### src/rtl/mem_pkg.sv
// Shared types and constants for the unified instruction/data memory port.
package mem_pkg;

  typedef struct packed {
    logic       memRead;
    logic       memWrite;
    logic [1:0] size;
    logic       sign;     // 0 = sign-extend, 1 = zero-extend
  } mem_ctrl_t;

  typedef enum logic [1:0] {
    IDLE      = 2'd0,
    RESP_IF   = 2'd1,
    RESP_D    = 2'd2,
    RESP_DERR = 2'd3
  } arb_state_t;

  localparam logic [1:0] SIZE_B = 2'b00;
  localparam logic [1:0] SIZE_H = 2'b01;
  localparam logic [1:0] SIZE_W = 2'b10;

endpackage

### src/rtl/mem_lane_fmt.sv
// Combinational byte-lane steering: store enables/replication and load
// extraction with sign or zero extension.
module mem_lane_fmt
  import mem_pkg::*;
(
  input  logic [1:0]  i_st_size,
  input  logic [1:0]  i_st_off,
  input  logic [31:0] i_st_wdata,
  output logic [3:0]  o_st_we,
  output logic [31:0] o_st_wdata,
  input  logic [1:0]  i_ld_size,
  input  logic [1:0]  i_ld_off,
  input  logic        i_ld_sign,
  input  logic [31:0] i_ld_rdata,
  output logic [31:0] o_ld_data
);

  function automatic logic [35:0] store_steer(input logic [1:0] size,
                                              input logic [1:0] off,
                                              input logic [31:0] wd);
    logic [3:0] be_b;
    logic [3:0] be_h;
    be_b = 4'b0001 << off;
    be_h = 4'b0011 << {off[1], 1'b0};
    case (size)
      SIZE_B:  return {be_b, {4{wd[7:0]}}};
      SIZE_H:  return {be_h, {2{wd[15:0]}}};
      SIZE_W:  return {4'b1111, wd};
      default: return 36'h0;
    endcase
  endfunction

  function automatic logic [31:0] load_extract(input logic [1:0] size,
                                               input logic [1:0] off,
                                               input logic sign,
                                               input logic [31:0] rd);
    logic [31:0] sh_b;
    logic [31:0] sh_h;
    sh_b = rd >> {off, 3'b000};
    sh_h = rd >> {off[1], 4'b0000};
    case (size)
      SIZE_B:  return sign ? {24'h0, sh_b[7:0]} : {{24{sh_b[7]}}, sh_b[7:0]};
      SIZE_H:  return sign ? {16'h0, sh_h[15:0]} : {{16{sh_h[15]}}, sh_h[15:0]};
      SIZE_W:  return rd;
      default: return 32'h0;
    endcase
  endfunction

  always_comb begin
    {o_st_we, o_st_wdata} = store_steer(i_st_size, i_st_off, i_st_wdata);
    o_ld_data = load_extract(i_ld_size, i_ld_off, i_ld_sign, i_ld_rdata);
  end

endmodule

### src/rtl/mem_port_arbiter.sv
// Arbitrates the single BRAM port between instruction fetch and load/store,
// with a burst limit that guarantees fetch progress and 1-cycle responses.
module mem_port_arbiter
  import mem_pkg::*;
#(
  parameter int ADDR_W         = 13,
  parameter int MAX_DATA_BURST = 4
) (
  input  logic              i_clk,
  input  logic              i_reset,
  input  logic              i_ifReq,
  input  logic [31:0]       i_ifAddr,
  output logic              o_ifGnt,
  output logic              o_ifValid,
  output logic [31:0]       o_ifInstr,
  input  logic              i_dReq,
  input  logic [31:0]       i_dAddr,
  input  mem_ctrl_t         i_dCtrl,
  input  logic [31:0]       i_dWdata,
  output logic              o_dGnt,
  output logic              o_dValid,
  output logic [31:0]       o_dRdata,
  output logic              o_dErr,
  output logic              o_memEn,
  output logic [3:0]        o_memWe,
  output logic [ADDR_W-1:0] o_memAddr,
  output logic [31:0]       o_memWdata,
  input  logic [31:0]       i_memRdata
);

  localparam int BW = $clog2(MAX_DATA_BURST + 1);
  localparam logic [BW-1:0] BURST_MAX = BW'(MAX_DATA_BURST);

  arb_state_t    state_q, state_d;
  logic [BW-1:0] burst_q, burst_d;
  logic [1:0]    ld_size_q, ld_size_d;
  logic [1:0]    ld_off_q, ld_off_d;
  logic          ld_sign_q, ld_sign_d;
  logic          ld_load_q, ld_load_d;

  logic        d_act, d_legal, d_access, if_gnt, d_gnt;
  logic [3:0]  st_we;
  logic [31:0] st_wdata, ld_data;
  logic        unused_addr_bits;

  assign unused_addr_bits = ^{i_ifAddr[31:ADDR_W+2], i_ifAddr[1:0], i_dAddr[31:ADDR_W+2]};

  // A data request with neither read nor write set is not a request at all.
  assign d_act = i_dReq & (i_dCtrl.memRead | i_dCtrl.memWrite);

  always_comb begin
    case (i_dCtrl.size)
      SIZE_B:  d_legal = 1'b1;
      SIZE_H:  d_legal = ~i_dAddr[0];
      SIZE_W:  d_legal = (i_dAddr[1:0] == 2'b00);
      default: d_legal = 1'b0;
    endcase
  end

  always_comb begin
    if_gnt = 1'b0;
    d_gnt  = 1'b0;
    if (!i_reset) begin
      if (d_act && !(i_ifReq && burst_q == BURST_MAX)) d_gnt = 1'b1;
      else if (i_ifReq)                                 if_gnt = 1'b1;
    end
  end

  assign d_access = d_gnt & d_legal;

  mem_lane_fmt u_fmt (
    .i_st_size  (i_dCtrl.size),
    .i_st_off   (i_dAddr[1:0]),
    .i_st_wdata (i_dWdata),
    .o_st_we    (st_we),
    .o_st_wdata (st_wdata),
    .i_ld_size  (ld_size_q),
    .i_ld_off   (ld_off_q),
    .i_ld_sign  (ld_sign_q),
    .i_ld_rdata (i_memRdata),
    .o_ld_data  (ld_data)
  );

  assign o_ifGnt    = if_gnt;
  assign o_dGnt     = d_gnt;
  assign o_memEn    = if_gnt | d_access;
  assign o_memWe    = (d_access && i_dCtrl.memWrite) ? st_we : 4'b0000;
  assign o_memAddr  = if_gnt ? i_ifAddr[ADDR_W+1:2] : i_dAddr[ADDR_W+1:2];
  assign o_memWdata = st_wdata;

  always_comb begin
    state_d   = IDLE;
    burst_d   = burst_q;
    ld_size_d = ld_size_q;
    ld_off_d  = ld_off_q;
    ld_sign_d = ld_sign_q;
    ld_load_d = ld_load_q;
    if (if_gnt) begin
      state_d = RESP_IF;
    end else if (d_gnt) begin
      state_d   = d_legal ? RESP_D : RESP_DERR;
      ld_size_d = i_dCtrl.size;
      ld_off_d  = i_dAddr[1:0];
      ld_sign_d = i_dCtrl.sign;
      // Read+write together is a store; only pure reads return data.
      ld_load_d = i_dCtrl.memRead & ~i_dCtrl.memWrite;
    end
    if (!i_ifReq || if_gnt)               burst_d = '0;
    else if (d_gnt && burst_q != BURST_MAX) burst_d = burst_q + 1'b1;
  end

  always_ff @(posedge i_clk or posedge i_reset) begin
    if (i_reset) begin
      state_q   <= IDLE;
      burst_q   <= '0;
      ld_size_q <= 2'b00;
      ld_off_q  <= 2'b00;
      ld_sign_q <= 1'b0;
      ld_load_q <= 1'b0;
    end else begin
      state_q   <= state_d;
      burst_q   <= burst_d;
      ld_size_q <= ld_size_d;
      ld_off_q  <= ld_off_d;
      ld_sign_q <= ld_sign_d;
      ld_load_q <= ld_load_d;
    end
  end

  assign o_ifValid = (state_q == RESP_IF);
  assign o_ifInstr = (state_q == RESP_IF) ? i_memRdata : 32'h0;
  assign o_dValid  = (state_q == RESP_D) || (state_q == RESP_DERR);
  assign o_dErr    = (state_q == RESP_DERR);
  assign o_dRdata  = (state_q == RESP_D && ld_load_q) ? ld_data : 32'h0;

endmodule

### config.mk
export PLATFORM = sky130hd
export DESIGN_NAME = mem_port_arbiter
export DESIGN_NICKNAME = d
export VERILOG_FILES = /design/src/rtl/mem_pkg.sv /design/src/rtl/mem_lane_fmt.sv /design/src/rtl/mem_port_arbiter.sv
export SDC_FILE = /design/constraint.sdc
export NUM_CORES = 1
export LEC_CHECK = 0
export ABC_AREA = 1
export BUFFER_PORTS_ARGS = -buffer_cell sky130_fd_sc_hd__buf_4
export CAP_MARGIN = 30
export CORE_AREA = 2 2 100 102
export CTS_CLUSTER_SIZE = 24
export DETAILED_ROUTE_END_ITERATION = 12
export DIE_AREA = 0 0 102 104
export RECOVER_POWER = 100
export SLEW_MARGIN = 10
export SYNTH_ARGS = -nofsm -noshare
export SYNTH_HDL_FRONTEND = slang
export SYNTH_SLANG_ARGS = --single-unit
### constraint.sdc
create_clock -name i_clk -period 1.3 [get_ports i_clk]
set_input_delay 0.065 -clock i_clk [delete_from_list [all_inputs] [get_ports i_clk]]
set_output_delay 0.065 -clock i_clk [all_outputs]
set_load 0.05 [all_outputs]
==> Word-level counts from Yosys, hierarchy flattened <==
Cells that the tools add are included.
{ "totals": {"latch_bits": 0, "in_bits": 137, "mem_bits_rw": 0, "word_cells": 61, "romBits": 0, "mem_count": 0, "ff_bits": 11} }
{ "op_classes": {"shift": 4, "add_sub_neg": 1, "bitwise": 8, "muxes": 19, "n_div": 0, "reduce_logical": 14, "eq_ne": 9, "magnitude_cmp": 0, "multipliers": 0} }
{ "ops": {"columns": ["operator", "count"], "rows": [
  ["32-bit two-way mux", 4],
  ["36-bit one-hot mux with 3 select lines", 1],
  ["32-bit one-hot mux with 3 select lines", 1],
  ["32-bit by 5-bit >> shifter with 16-bit output", 1],
  ["32-bit by 5-bit >> shifter with 8-bit output", 1],
  ["13-bit two-way mux", 1],
  ["2-bit equality test (second input constant)", 4],
  ["2-bit by 1-bit equality test with 1-bit output (second input constant)", 3],
  ["2-bit logical NOT", 3],
  ["1-bit two-way mux", 6],
  ["3-bit two-way mux", 2],
  ["1-bit logical AND", 5],
  ["2-bit two-way mux", 2],
  ["4-bit two-way mux", 1],
  ["1-bit by 2-bit << shifter with 4-bit output (first input constant)", 1],
  ["2-bit by 2-bit << shifter with 4-bit output (first input constant)", 1],
  ["3-bit by 1-bit adder with 3-bit output (second input constant)", 1],
  ["1-bit AND", 3],
  ["3-bit equality test (second input constant)", 1],
  ["3-bit inequality test (second input constant)", 1],
  ["1-bit inverter", 3],
  ["1-bit one-hot mux with 3 select lines", 1],
  ["1-bit logical NOT", 2],
  ["1-bit logical OR", 2],
  ["3 further kinds", 4]
]} }

==> Longest topological paths before layout <==
Gate-level depths: netlist of the first run.
{ "logic_depth": {"depth_word": 9, "depth_mapped": 9} }

==> Cells and area by module <==
Synthesis of the first run repeated with hierarchy kept, for this count alone.
{ "unflattened": {"cells_unflattened": 559, "area_unflattened_um2": 2691.3} }
{ "modules_own_cells": {"columns": ["module", "area_per_inst_um2", "seq_area_each_um2", "cells_per_inst", "instances"], "rows": [
  ["mem_port_arbiter", 1352.5, 275.3, 258, 1],
  ["mem_lane_fmt", 1338.8, 0.0, 301, 1]
]} }

==> Worst setup path before layout of the first run <==
Ideal clock, no wire load.
{ "synth_path": {"kind": "register -> output", "startpoint": "register state_q[1]", "endpoint": "output port o_ifInstr[10]", "path_buffers": 1, "stages_incl_launch_ff": 5, "t_arrival_ns": 2.197, "setup_slack_ns": -0.962, "path_cell_list": "dfrtp_1 > nor2_1 > inv_1 > clkbuf_1 > nor2_1"} }
{ "synth_via": {"elab_chain_len": 2} }
{ "synth_lines": {"columns": ["element", "line", "source"], "rows": [
  ["start, declared", "mem_port_arbiter.sv:34", "arb_state_t state_q, state_d;"],
  ["start signal, assigned", "mem_port_arbiter.sv:121", "state_q <= state_d;"],
  ["2-bit by 1-bit equality test with 1-bit output", null, null],
  ["named net o_ifValid", "mem_port_arbiter.sv:14", "output logic o_ifValid,"],
  ["32-bit two-way mux", "mem_port_arbiter.sv:131", "assign o_ifInstr = (state_q == RESP_IF) ? i_memRdata : 32'h0;"],
  ["end, declared", "mem_port_arbiter.sv:15", "output logic [31:0] o_ifInstr,"]
]} }
The timed path passes the listed nets, and every way through them passes these cells.

==> Worst setup path in the final report of the first run <==
{ "layout_path": {"startpoint": "register ld_size_q[1]", "endpoint": "output port o_dRdata[28]"} }
{ "layout_via": {"elab_chain_len": 3, "word_cells_on_any_way": 5, "classes_between": "2 x eq/ne; 2 x mux; 1 x reduce/logical"} }
{ "layout_lines": {"columns": ["element", "line", "source"], "rows": [
  ["start, declared", "mem_port_arbiter.sv:36", "logic [1:0] ld_size_q, ld_size_d;"],
  ["start signal, assigned", "mem_port_arbiter.sv:123", "ld_size_q <= ld_size_d;"],
  ["2-bit equality test, or another cell as far along", "mem_lane_fmt.sv:41", "case (size)"],
  ["32-bit one-hot mux with 3 select lines (*)", "mem_lane_fmt.sv:41", null],
  ["32-bit two-way mux (*)", "mem_port_arbiter.sv:134", "assign o_dRdata = (state_q == RESP_D && ld_load_q) ? ld_data : 32'h0;"],
  ["end, declared", "mem_port_arbiter.sv:22", "output logic [31:0] o_dRdata,"]
]} }
Mark *: on every way between the ends. The rest lies on a longest branch, timed or not.

==> results_dict.tcl, run 1 <==
set metrics [dict create \
    status "finished, violations left" \
    violations "negative setup slack" \
    port_buffers 219 \
    rsz0062_at_grt "yes" \
    grt_max_degree 26 \
    clkPwrFrac_pct 8.2 \
    grt.total_usage_pct 22.0 \
    netlist_instances 458 \
    relSlewSlack_pct 77.3 \
    area.growth.synth_to_final_pct 191 \
    die_area_sq_um 10600 \
    die_y_um 104 \
    p_leak_nw 3.06 \
    gp_congestion 0.802 \
    die_w_um 102 \
    initial_utilization_pct 23.2 \
    cts.htree.levels 1 \
    rrSetupSlack_ns -0.19 \
    fin_worst_skew_ns 0.00513 \
    synth_area_sq_um 2210 \
    dp_hpwl_mm 9.37 \
    worstPathArrival_ns 1.70 \
    fp-row-count 36 \
    avgViaCountPerCell 4.51 \
    synth_largest_area_cell "nand2_1" \
    ys_warn_count 0 \
    finalCriticalPeriod_ns 1.76 \
    drtAntennaViolNets 0 \
    insertedDiodeCount 0 \
    synth_cell_types 25 \
    placed_area_sq_um 5410 \
    switchingPower_mw 2.14 \
    antenna_found_initial 0 \
    fin_nets 871 \
    core-area_sq_um 9550 \
    cts_tree "built" \
    hold_class "input pin to asynchronous set/reset pin" \
    worst_slew_pin_slew_ns 0.336 \
    synth_nets 597 \
    cts_root_buf "clkbuf_8" \
    crit_type "flop to output pin" \
    synth_edf_count 0 \
    combPwrFrac_pct 81.4 \
    cts.sinks 11 \
    first_pass_iters 4 \
    synth_seq_area_share_pct 12.4 \
    crit_fanout 16 \
    p_int_mw 1.95 \
    overflow 0 \
    cts_made_buffers 3 \
    postCtsHoldBufs 0 \
    drt_wl_total_mm 12.2 \
    n_fill_cell 792 \
    yosys-top-cells-area "nand2_1 29%, inv_1 13%, dfrtp_1 12%, nor2_1 10%, a21oi_1 7.7%" \
    clkLatencyLatePin_ns 0.24 \
    r2r-end "burst_q[2]" \
    ys_async_sr_fraction_pct 100 \
    switching_share_pct 52.4 \
    synthFlopType "dfrtp_1" \
    power_density_nw_per_um2 634 \
    pin_count 256 \
    setup_viol_count_final 93 \
    cp-endpoint "o_dRdata[28]" \
    seqCellArea_sq_um 278 \
    start_kind "flop" \
    grt_pass1_vias 3916 \
    timing.fmax_mhz 567 \
    timing.critical_path.from "ld_size_q[1]" \
    synth_area_per_cell_sq_um 4.83 \
    cts_buffer_depth 2 \
    max-cap-violations 0 \
    finalCritPeriodShare_pct 136 \
    path_clk_slew_ns 0.05 \
    peakVddDrop_v 0.000364 \
    p_seq_share_pct 10.4 \
    r2r_start "burst_q[1]" \
    drtIter0Drc 68 \
    grt_pass1_wl_mm 19.1 \
    drive_gt1_share_pct 62.5 \
    hold_violations 0 \
    final_cells 864 \
    dp_cells 842 \
    multi_input_area_sq_um 2670 \
    num_vias 3895 \
    required_ns 1.24 \
    maxSlewViolCount 0 \
    route.detailed.drc 0 \
    synth_top_area_share_pct 29.0 \
    fin_hold_ws_ns 0.0540 \
    rr_worst_depth 10 \
    wl_per_cell_um 14.1 \
    stdcell_area_sq_um 6450 \
    crit_path_end_kind "output pin" \
    ys_ff_latch 11 \
    setup_ws_ns -0.464 \
]
stage by stage:
step | total power [mW] | util, % | setup TNS, ns | worst slack [ns]
after floorplan | 2.29 | - | -12.80 | -0.307
after global placement | 3.24 | 56.7 | -9.43 | -0.232
after detailed placement | 3.27 | 56.7 | -11.34 | -0.285
after CTS | 4.00 | 65.6 | -27.76 | -0.462
after global routing | 4.33 | 67.5 | -37.41 | -0.551
final | 4.09 | 67.5 | -29.29 | -0.464
worst max-delay path, cell delays in order (launching register included):
cell	delay [ns]
dfrtp_2	0.43
buf_4	0.15
nor2_4	0.14
nand3_4	0.20
nand2_1	0.12
inv_1	0.08
a21oi_4	0.16
buf_6	0.17
Yosys cell counts, types with 2 or more instances:
library cell / number
inv_2: 3
o211ai_2: 2
nand3_1: 24
nand2_1: 171
nor2_1: 60
o21ai_0: 30
a31oi_1: 4
nand3b_1: 2
clkbuf_1: 12
inv_1: 79
ha_1: 2
a21oi_2: 2
buf_2: 6
dfrtp_1: 11
o211ai_1: 5
a21oi_1: 34
nor2_4: 3
area by class of cell:
type,instances,area share [%]
Multi-Input combinational cell,345,41.3
Timing Repair Buffer,289,45.6
Inverter,82,5.45
Tap cell,133,2.58
Sequential cell,11,4.31
Clock buffer,4,0.699
cells by family (layout without fill, tap and decap cells):
family	count (synthesis)	in the layout	share of synthesized area (%)
adder cells (fa/ha/maj)	2	2	1.13
flip-flops	11	11	12.4
buffers and inverters	102	375	18.1
AND/OR/NAND/NOR	263	263	48.2
AO/OA/AOI/OAI	80	80	20.1
state kept, by name, summed over array words and instances (netlist names):
signal     flops
ld_sign_q      1
ld_off_q       2
burst_q        3
state_q        2
ld_size_q      2
ld_load_q      1
cells in the final DEF (no fill, tap or decap), drive strengths merged:
cell type and n:
buf 276, nand2 172, inv 74, nor2 64, a21oi 36, o21ai 31, nand3 25, clkbuf 17
dfrtp 11, clkinvlp 7, o211ai 7, a31oi 4, nand3b 2, ha 2, o21a 1, a22oi 1
clkinv 1
timing repair:
item,CTS,global route
gates resized for setup,178,72
cloned,4,1
buffers inserted,11,8
setup endpoints to repair,90,95
hold endpoints to repair,0,0
pin swaps,38,23
routing by layer:
| layer | vias to the layer above | global-route usage [%] | routed length, um |
|---|---|---|---|
| met1 | 1745 | 24.9 | 4540 |
| li1 | 1953 | - | - |
| met5 | - | 0 | 0 |
| met3 | 19 | 4.77 | 1010 |
| met4 | 0 | 4.86 | 227 |
| met2 | 178 | 41.2 | 6380 |
power by group through the flow:
stage	registers (mW)	logic [mW]	clock network, mW
finish	0.425	3.33	0.334
global route	0.429	3.54	0.358
CTS	0.422	3.24	0.342
detailed placement	0.424	2.84	0
global placement	0.419	2.82	0
floorplan	0.422	1.87	0
worst min path at each step:
stage,endpoint,depth (start not counted),start
2_1_floorplan,burst_q[0],1,i_reset
3_3_place_gp,state_q[0],3,i_reset
3_5_place_dp,burst_q[1],3,i_reset
4_1_cts,burst_q[1],3,i_reset
5_1_grt,ld_sign_q,3,i_dCtrl[0]
6_report,burst_q[1],3,i_reset
(Power assumes the default switching activity.)
==> run 2: changes to the inputs <==
ABC_AREA = unset   (was 1)
CTS_CLUSTER_DIAMETER = 120   (was unset)
==> results_dict.tcl, run 2 <==
set metrics [dict create \
    status "finished, violations left" \
    violations "negative setup slack" \
    power_density_nw_per_um2 672 \
    cts_buffer_depth 2 \
    maxSlewViolCount 0 \
    dp_hpwl_mm 7.78 \
    peakVddDrop_v 0.000343 \
    synth_nets 420 \
    clkPwrFrac_pct 8.7 \
    wl_per_cell_um 16.8 \
    worst_slew_pin_slew_ns 0.621 \
    yosysMostFrequentCell "and2_1" \
    timing.critical_path.from "ld_off_q[1]" \
    start_kind "flop" \
    largest_register_ffs 3 \
    num_vias 3297 \
    p_total_mw 3.92 \
    drt_wl_total_mm 11.5 \
    crit_type "flop to output pin" \
    fin_worst_skew_ns 0.000758 \
    timing.fmax_mhz 512 \
    grt_max_degree 25 \
    busiest_layer "met2" \
    fin_nets 691 \
    overflow 0 \
    gp_congestion 0.924 \
    max-cap-violations 0 \
    grt_use_met1_pct 21.3 \
    r2r_start "burst_q[0]" \
    drive_gt1_share_pct 77.0 \
    p_int_mw 2.04 \
    cts.htree.levels 1 \
    combPwrFrac_pct 80.3 \
    cts_made_buffers 3 \
    synth_largest_area_cell "mux2_2" \
    cts_tree "built" \
    use_met3_pct 4.50 \
    fin_util_pct 61.1 \
    hold_class "input pin to flop" \
    switchingPower_mw 1.88 \
    die_area_sq_um 10600 \
    synthFlopType "dfrtp_1" \
    grt_pass1_wl_mm 17.0 \
    switching_share_pct 48.0 \
    yosys-top-cells-area "mux2_2 14%, dfrtp_1 13%, and2_1 9.9%, a21oi_1 7.2%, a21o_1 6.1%" \
    n_fill_cell 775 \
    worstHoldStart "i_dCtrl[0]" \
    fp-row-count 36 \
    synth_seq_area_share_pct 13.1 \
    layout_common_cells "162 x buf_4, 55 x buf_6, 48 x buf_8" \
    drtIter0Drc 69 \
    grt.total_usage_pct 19.4 \
    grt_pass1_vias 3472 \
    rrSetupSlack_ns -0.37 \
    top_register "burst_q" \
    core-area_sq_um 9550 \
    finalCritPeriodShare_pct 150 \
    die_w_um 102 \
    crit_fanout 6 \
    finalCriticalPeriod_ns 1.95 \
    pin_count 256 \
    crit_path_end_kind "output pin" \
    drtAntennaViolNets 0 \
    synth_cell_types 41 \
    route.detailed.drc 0 \
    initial_utilization_pct 21.9 \
    antenna_found_initial 0 \
    cts.sinks 11 \
    clkLatencyLatePin_ns 0.23 \
    setup_ws_ns -0.654 \
    grt_use_met2_pct 36.5 \
    ys_ff_latch 11 \
    netlist_instances 281 \
    first_pass_iters 5 \
    path_clk_slew_ns 0.05 \
    avgViaCountPerCell 4.82 \
    p_seq_share_pct 11.0 \
    setup_viol_count_final 96 \
    insertedDiodeCount 0 \
    dp_slack_ns -0.474 \
    synth_top_area_share_pct 14.0 \
    synth_area_per_cell_sq_um 7.45 \
    rsz0062_at_grt "yes" \
    port_buffers 219 \
    ys_async_sr_fraction_pct 100 \
    cts_root_buf "clkbuf_8" \
    die_y_um 104 \
    synth_area_sq_um 2090 \
    required_ns 1.24 \
    area.growth.synth_to_final_pct 178 \
    hold_violations 0 \
    synth_common_cells "33 x and2_1, 30 x a21oi_1, 26 x mux2_2, 26 x nand2_1, 20 x nor2_1" \
    worstPathArrival_ns 1.89 \
    synth_edf_count 0 \
    ys_warn_count 0 \
    final_common_cell "buf_4" \
    p_leak_nw 2.71 \
    relSlewSlack_pct 58.6 \
]
==> run 2: power groups by stage <==
stage          Clock, mW  Sequential [mW]  Combinational [mW]
3_3_place_gp           0            0.427                2.64
5_1_grt            0.368            0.442                3.30
3_5_place_dp           0            0.430                2.67
2_1_floorplan          0            0.422                1.71
6_report           0.340            0.433                3.15
4_1_cts            0.345            0.434                3.00
==> run 2: logic make-up (layout without fill, tap and decap cells) <==
| logic type | after synthesis | in the layout | synth area share [%] |
|---|---|---|---|
| fa+ha+maj | 2 | 2 | 1.19 |
| compound gates | 93 | 93 | 32.9 |
| mux | 37 | 37 | 19.2 |
| flops | 11 | 11 | 13.1 |
| simple gates | 100 | 100 | 25.4 |
| buf+inv | 38 | 308 | 8.12 |
==> run 2: what timing repair did <==
action / 4_1_cts / 5_1_grt
gates resized for setup: 162 / 65
hold buffers: 1 / 0
endpoints found under the setup margin: 95 / 96
setup buffers: 15 / 5
pin swaps: 31 / 40
hold endpoints to repair: 11 / 0
cloned: 5 / 3
==> run 2: stage by stage <==
step	area [sq um]	setup TNS [ns]	std cells	hold slack, ns
after floorplan	2680	-20.15	281	0.212
after global placement	4790	-19.80	658	0.173
after detailed placement	4790	-21.25	658	0.183
after CTS	5670	-37.82	681	0.0617
after global routing	5830	-43.66	684	0.0624
final	5830	-37.14	684	0.0633
==> run 2: path summary, 6_finish.rpt <==
check	depth (start not counted)	end
worst max-delay path	6	o_dRdata[0]
worst min-delay path	2	ld_sign_q
worst max register to register	6	ld_size_q[0]
worst min register to register	1	ld_sign_q
max in group asynchronous	4	ld_off_q[1]
min in group asynchronous	4	burst_q[1]
==> run 2: critical path: stages, from the launching register on <==
cell and delay, ns:
dfrtp_2 0.45, buf_6 0.14, mux2_4 0.30, a222oi_1 0.38, buf_4 0.20, nor2_4 0.04
buf_8 0.14
==> run 2: final cells by class <==
class / count / area [sq um] / area share (%)
clock buffers: 4 / 45.0 / 0.772
multi-input cells: 232 / 2360 / 40.4
flip-flops and latches: 11 / 280 / 4.81
well taps: 133 / 166 / 2.85
inverters: 15 / 56.3 / 0.965
repair buffers: 289 / 2930 / 50.2
==> run 2: layer usage <==
layer	share of wire (%)	vias to the layer above	wire (um)
met5	0	-	0
met1	36	1557	4180
met4	2.0	0	226
li1	-	1537	-
met3	8.9	15	1030
met2	53	188	6090
==> run 3: changes to the inputs <==
SKIP_LAST_GASP = 1   (was unset)
clock period = 2.2 ns   (was 1.3 ns; I/O delays follow)
==> results_dict.tcl, run 3 (synthesized netlist as in run 2, its figures left out) <==
set metrics [dict create \
    fin_nets 633 \
    peakVddDrop_v 0.000170 \
    n_fill_cell 1032 \
    drtAntennaViolNets 0 \
    setup_viol_count_final 0 \
    avgViaCountPerCell 4.62 \
    path_buf_inv 2 \
    gp_congestion 0.758 \
    die_y_um 104 \
    fin_worst_skew_ns 0.00330 \
    cts_tree "built" \
    crit_path_end_kind "output pin" \
    holdPathEnd "ld_sign_q" \
    crit_type "flop to output pin" \
    path_clk_slew_ns 0.05 \
    p_leak_nw 1.88 \
    die_w_um 102 \
    clkLatencyLatePin_ns 0.24 \
    num_vias 2893 \
    worstPathArrival_ns 2.01 \
    grt_pass1_wl_mm 13.3 \
    hold_class "input pin to flop" \
    critPathTopFamily "flip-flops" \
    top_register "burst_q" \
    cpPeakStageDelay_ns 0.46 \
    initial_utilization_pct 21.9 \
    cts_made_buffers 3 \
    power_density_nw_per_um2 446 \
    route.detailed.drc 0 \
    fp-row-count 36 \
    start_kind "flop" \
    max-cap-violations 0 \
    drtIter0Drc 98 \
    rrSetupSlack_ns 0.26 \
    cts.sinks 11 \
    hold_depth 2 \
    path_cells "or3_4 > o22ai_4 > o21bai_4 > buf_12 > a21oi_2 > buf_2" \
    cts_root_buf "clkbuf_8" \
    worstHoldStart "i_dCtrl[0]" \
    rr_worst_depth 5 \
    final_common_cell "buf_4" \
    pin_count 256 \
    final_cells 626 \
    layout_common_cells "132 x buf_4, 30 x a21oi_1, 30 x clkbuf_1" \
    wl_per_cell_um 13.9 \
    r2r_start "burst_q[0]" \
    status "complete, no violations" \
    first_pass_iters 8 \
    antenna_found_initial 0 \
    core-area_sq_um 9550 \
    dp_cells 620 \
    grt_max_degree 34 \
    stdcell_area_sq_um 3740 \
    grt_pass1_vias 2786 \
    fin_util_pct 39.2 \
    overflow 0 \
    largest_register_ffs 3 \
    critPathSlowestCell "dfrtp_1" \
    rsz0062_at_grt "no" \
    port_buffers 219 \
    drive_gt1_share_pct 51.5 \
    maxSlewViolCount 0 \
    r2r-end "ld_off_q[1]" \
    cts.htree.levels 1 \
    placed_area_sq_um 3880 \
    p_total_mw 1.67 \
    dp_hpwl_mm 7.09 \
    worst_slew_pin_slew_ns 0.628 \
    relSlewSlack_pct 58.3 \
    required_ns 2.09 \
    cts_buffer_depth 2 \
    area.growth.synth_to_final_pct 78.6 \
    finalCritPeriodShare_pct 96.2 \
    finalCriticalPeriod_ns 2.12 \
    die_area_sq_um 10600 \
    insertedDiodeCount 0 \
    timing.fmax_mhz 472 \
    crit_fanout 16 \
    drt_wl_total_mm 8.73 \
    grt.total_usage_pct 15.1 \
    hold_violations 0 \
]
[run 3: worst max path at each step]
stage                            start      endpoint  slack [ns]  depth (start not counted)
after global placement     ld_off_q[1]   o_dRdata[2]        0.29                          6
after floorplan             burst_q[0]    o_memWe[0]       -0.04                          5
after global routing       ld_off_q[1]   o_dRdata[1]       0.001                          5
after detailed placement  ld_size_q[1]  o_dRdata[15]        0.24                          5
after CTS                  ld_off_q[1]  o_dRdata[31]       0.009                          5
final                     ld_size_q[1]  o_dRdata[21]        0.08                          6
[run 3: layout make-up]
cell class | count | area [sq um] | share of cell area [%]
Multi-Input combinational cell | 232 | 1660 | 44.2
Inverter | 15 | 56.3 | 1.51
Sequential cell | 11 | 275 | 7.36
Timing Repair Buffer | 231 | 1540 | 41.2
Tap cell | 133 | 166 | 4.45
Clock buffer | 4 | 45.0 | 1.20
[run 3: repair_timing]
action	in CTS	in global routing
pin swaps	0	1
endpoints found under the hold margin	11	0
gates resized for setup	1	2
hold buffers	1	0
buffers inserted	0	1
endpoints found under the setup margin	6	36
[run 3: report_power, final]
group	switching [mW]	internal [mW]	total (mW)
Combinational	0.774	0.440	1.21
Clock	0.0758	0.127	0.203
Sequential	0.0276	0.225	0.253
[run 3: through the flow]
step           TNS, ns  hold slack, ns  setup slack (ns)
2_1_floorplan   -0.106           0.230           -0.0355
3_3_place_gp         0           0.205             0.288
3_5_place_dp         0           0.206             0.237
4_1_cts              0           0.107           0.00867
5_1_grt              0           0.107           0.00119
6_report             0           0.105            0.0835
[run 3: worst register-to-register path, delay by kind of cell (launching register included)]
family | cells | cell delay [ns]
adders and majority gates | 1 | 0.22
AOI/OAI and AO/OA | 1 | 0.39
buffers and inverters | 2 | 0.48
muxes | 1 | 0.39
DFF | 1 | 0.34
[run 3: layer usage]
layer	up-vias	GRT usage [%]	part of all wire [%]
met5	-	0	0
met4	0	3.24	0.61
met3	5	2.35	9.2
met2	161	27.9	49
met1	1310	18.1	41
li1	1417	-	-
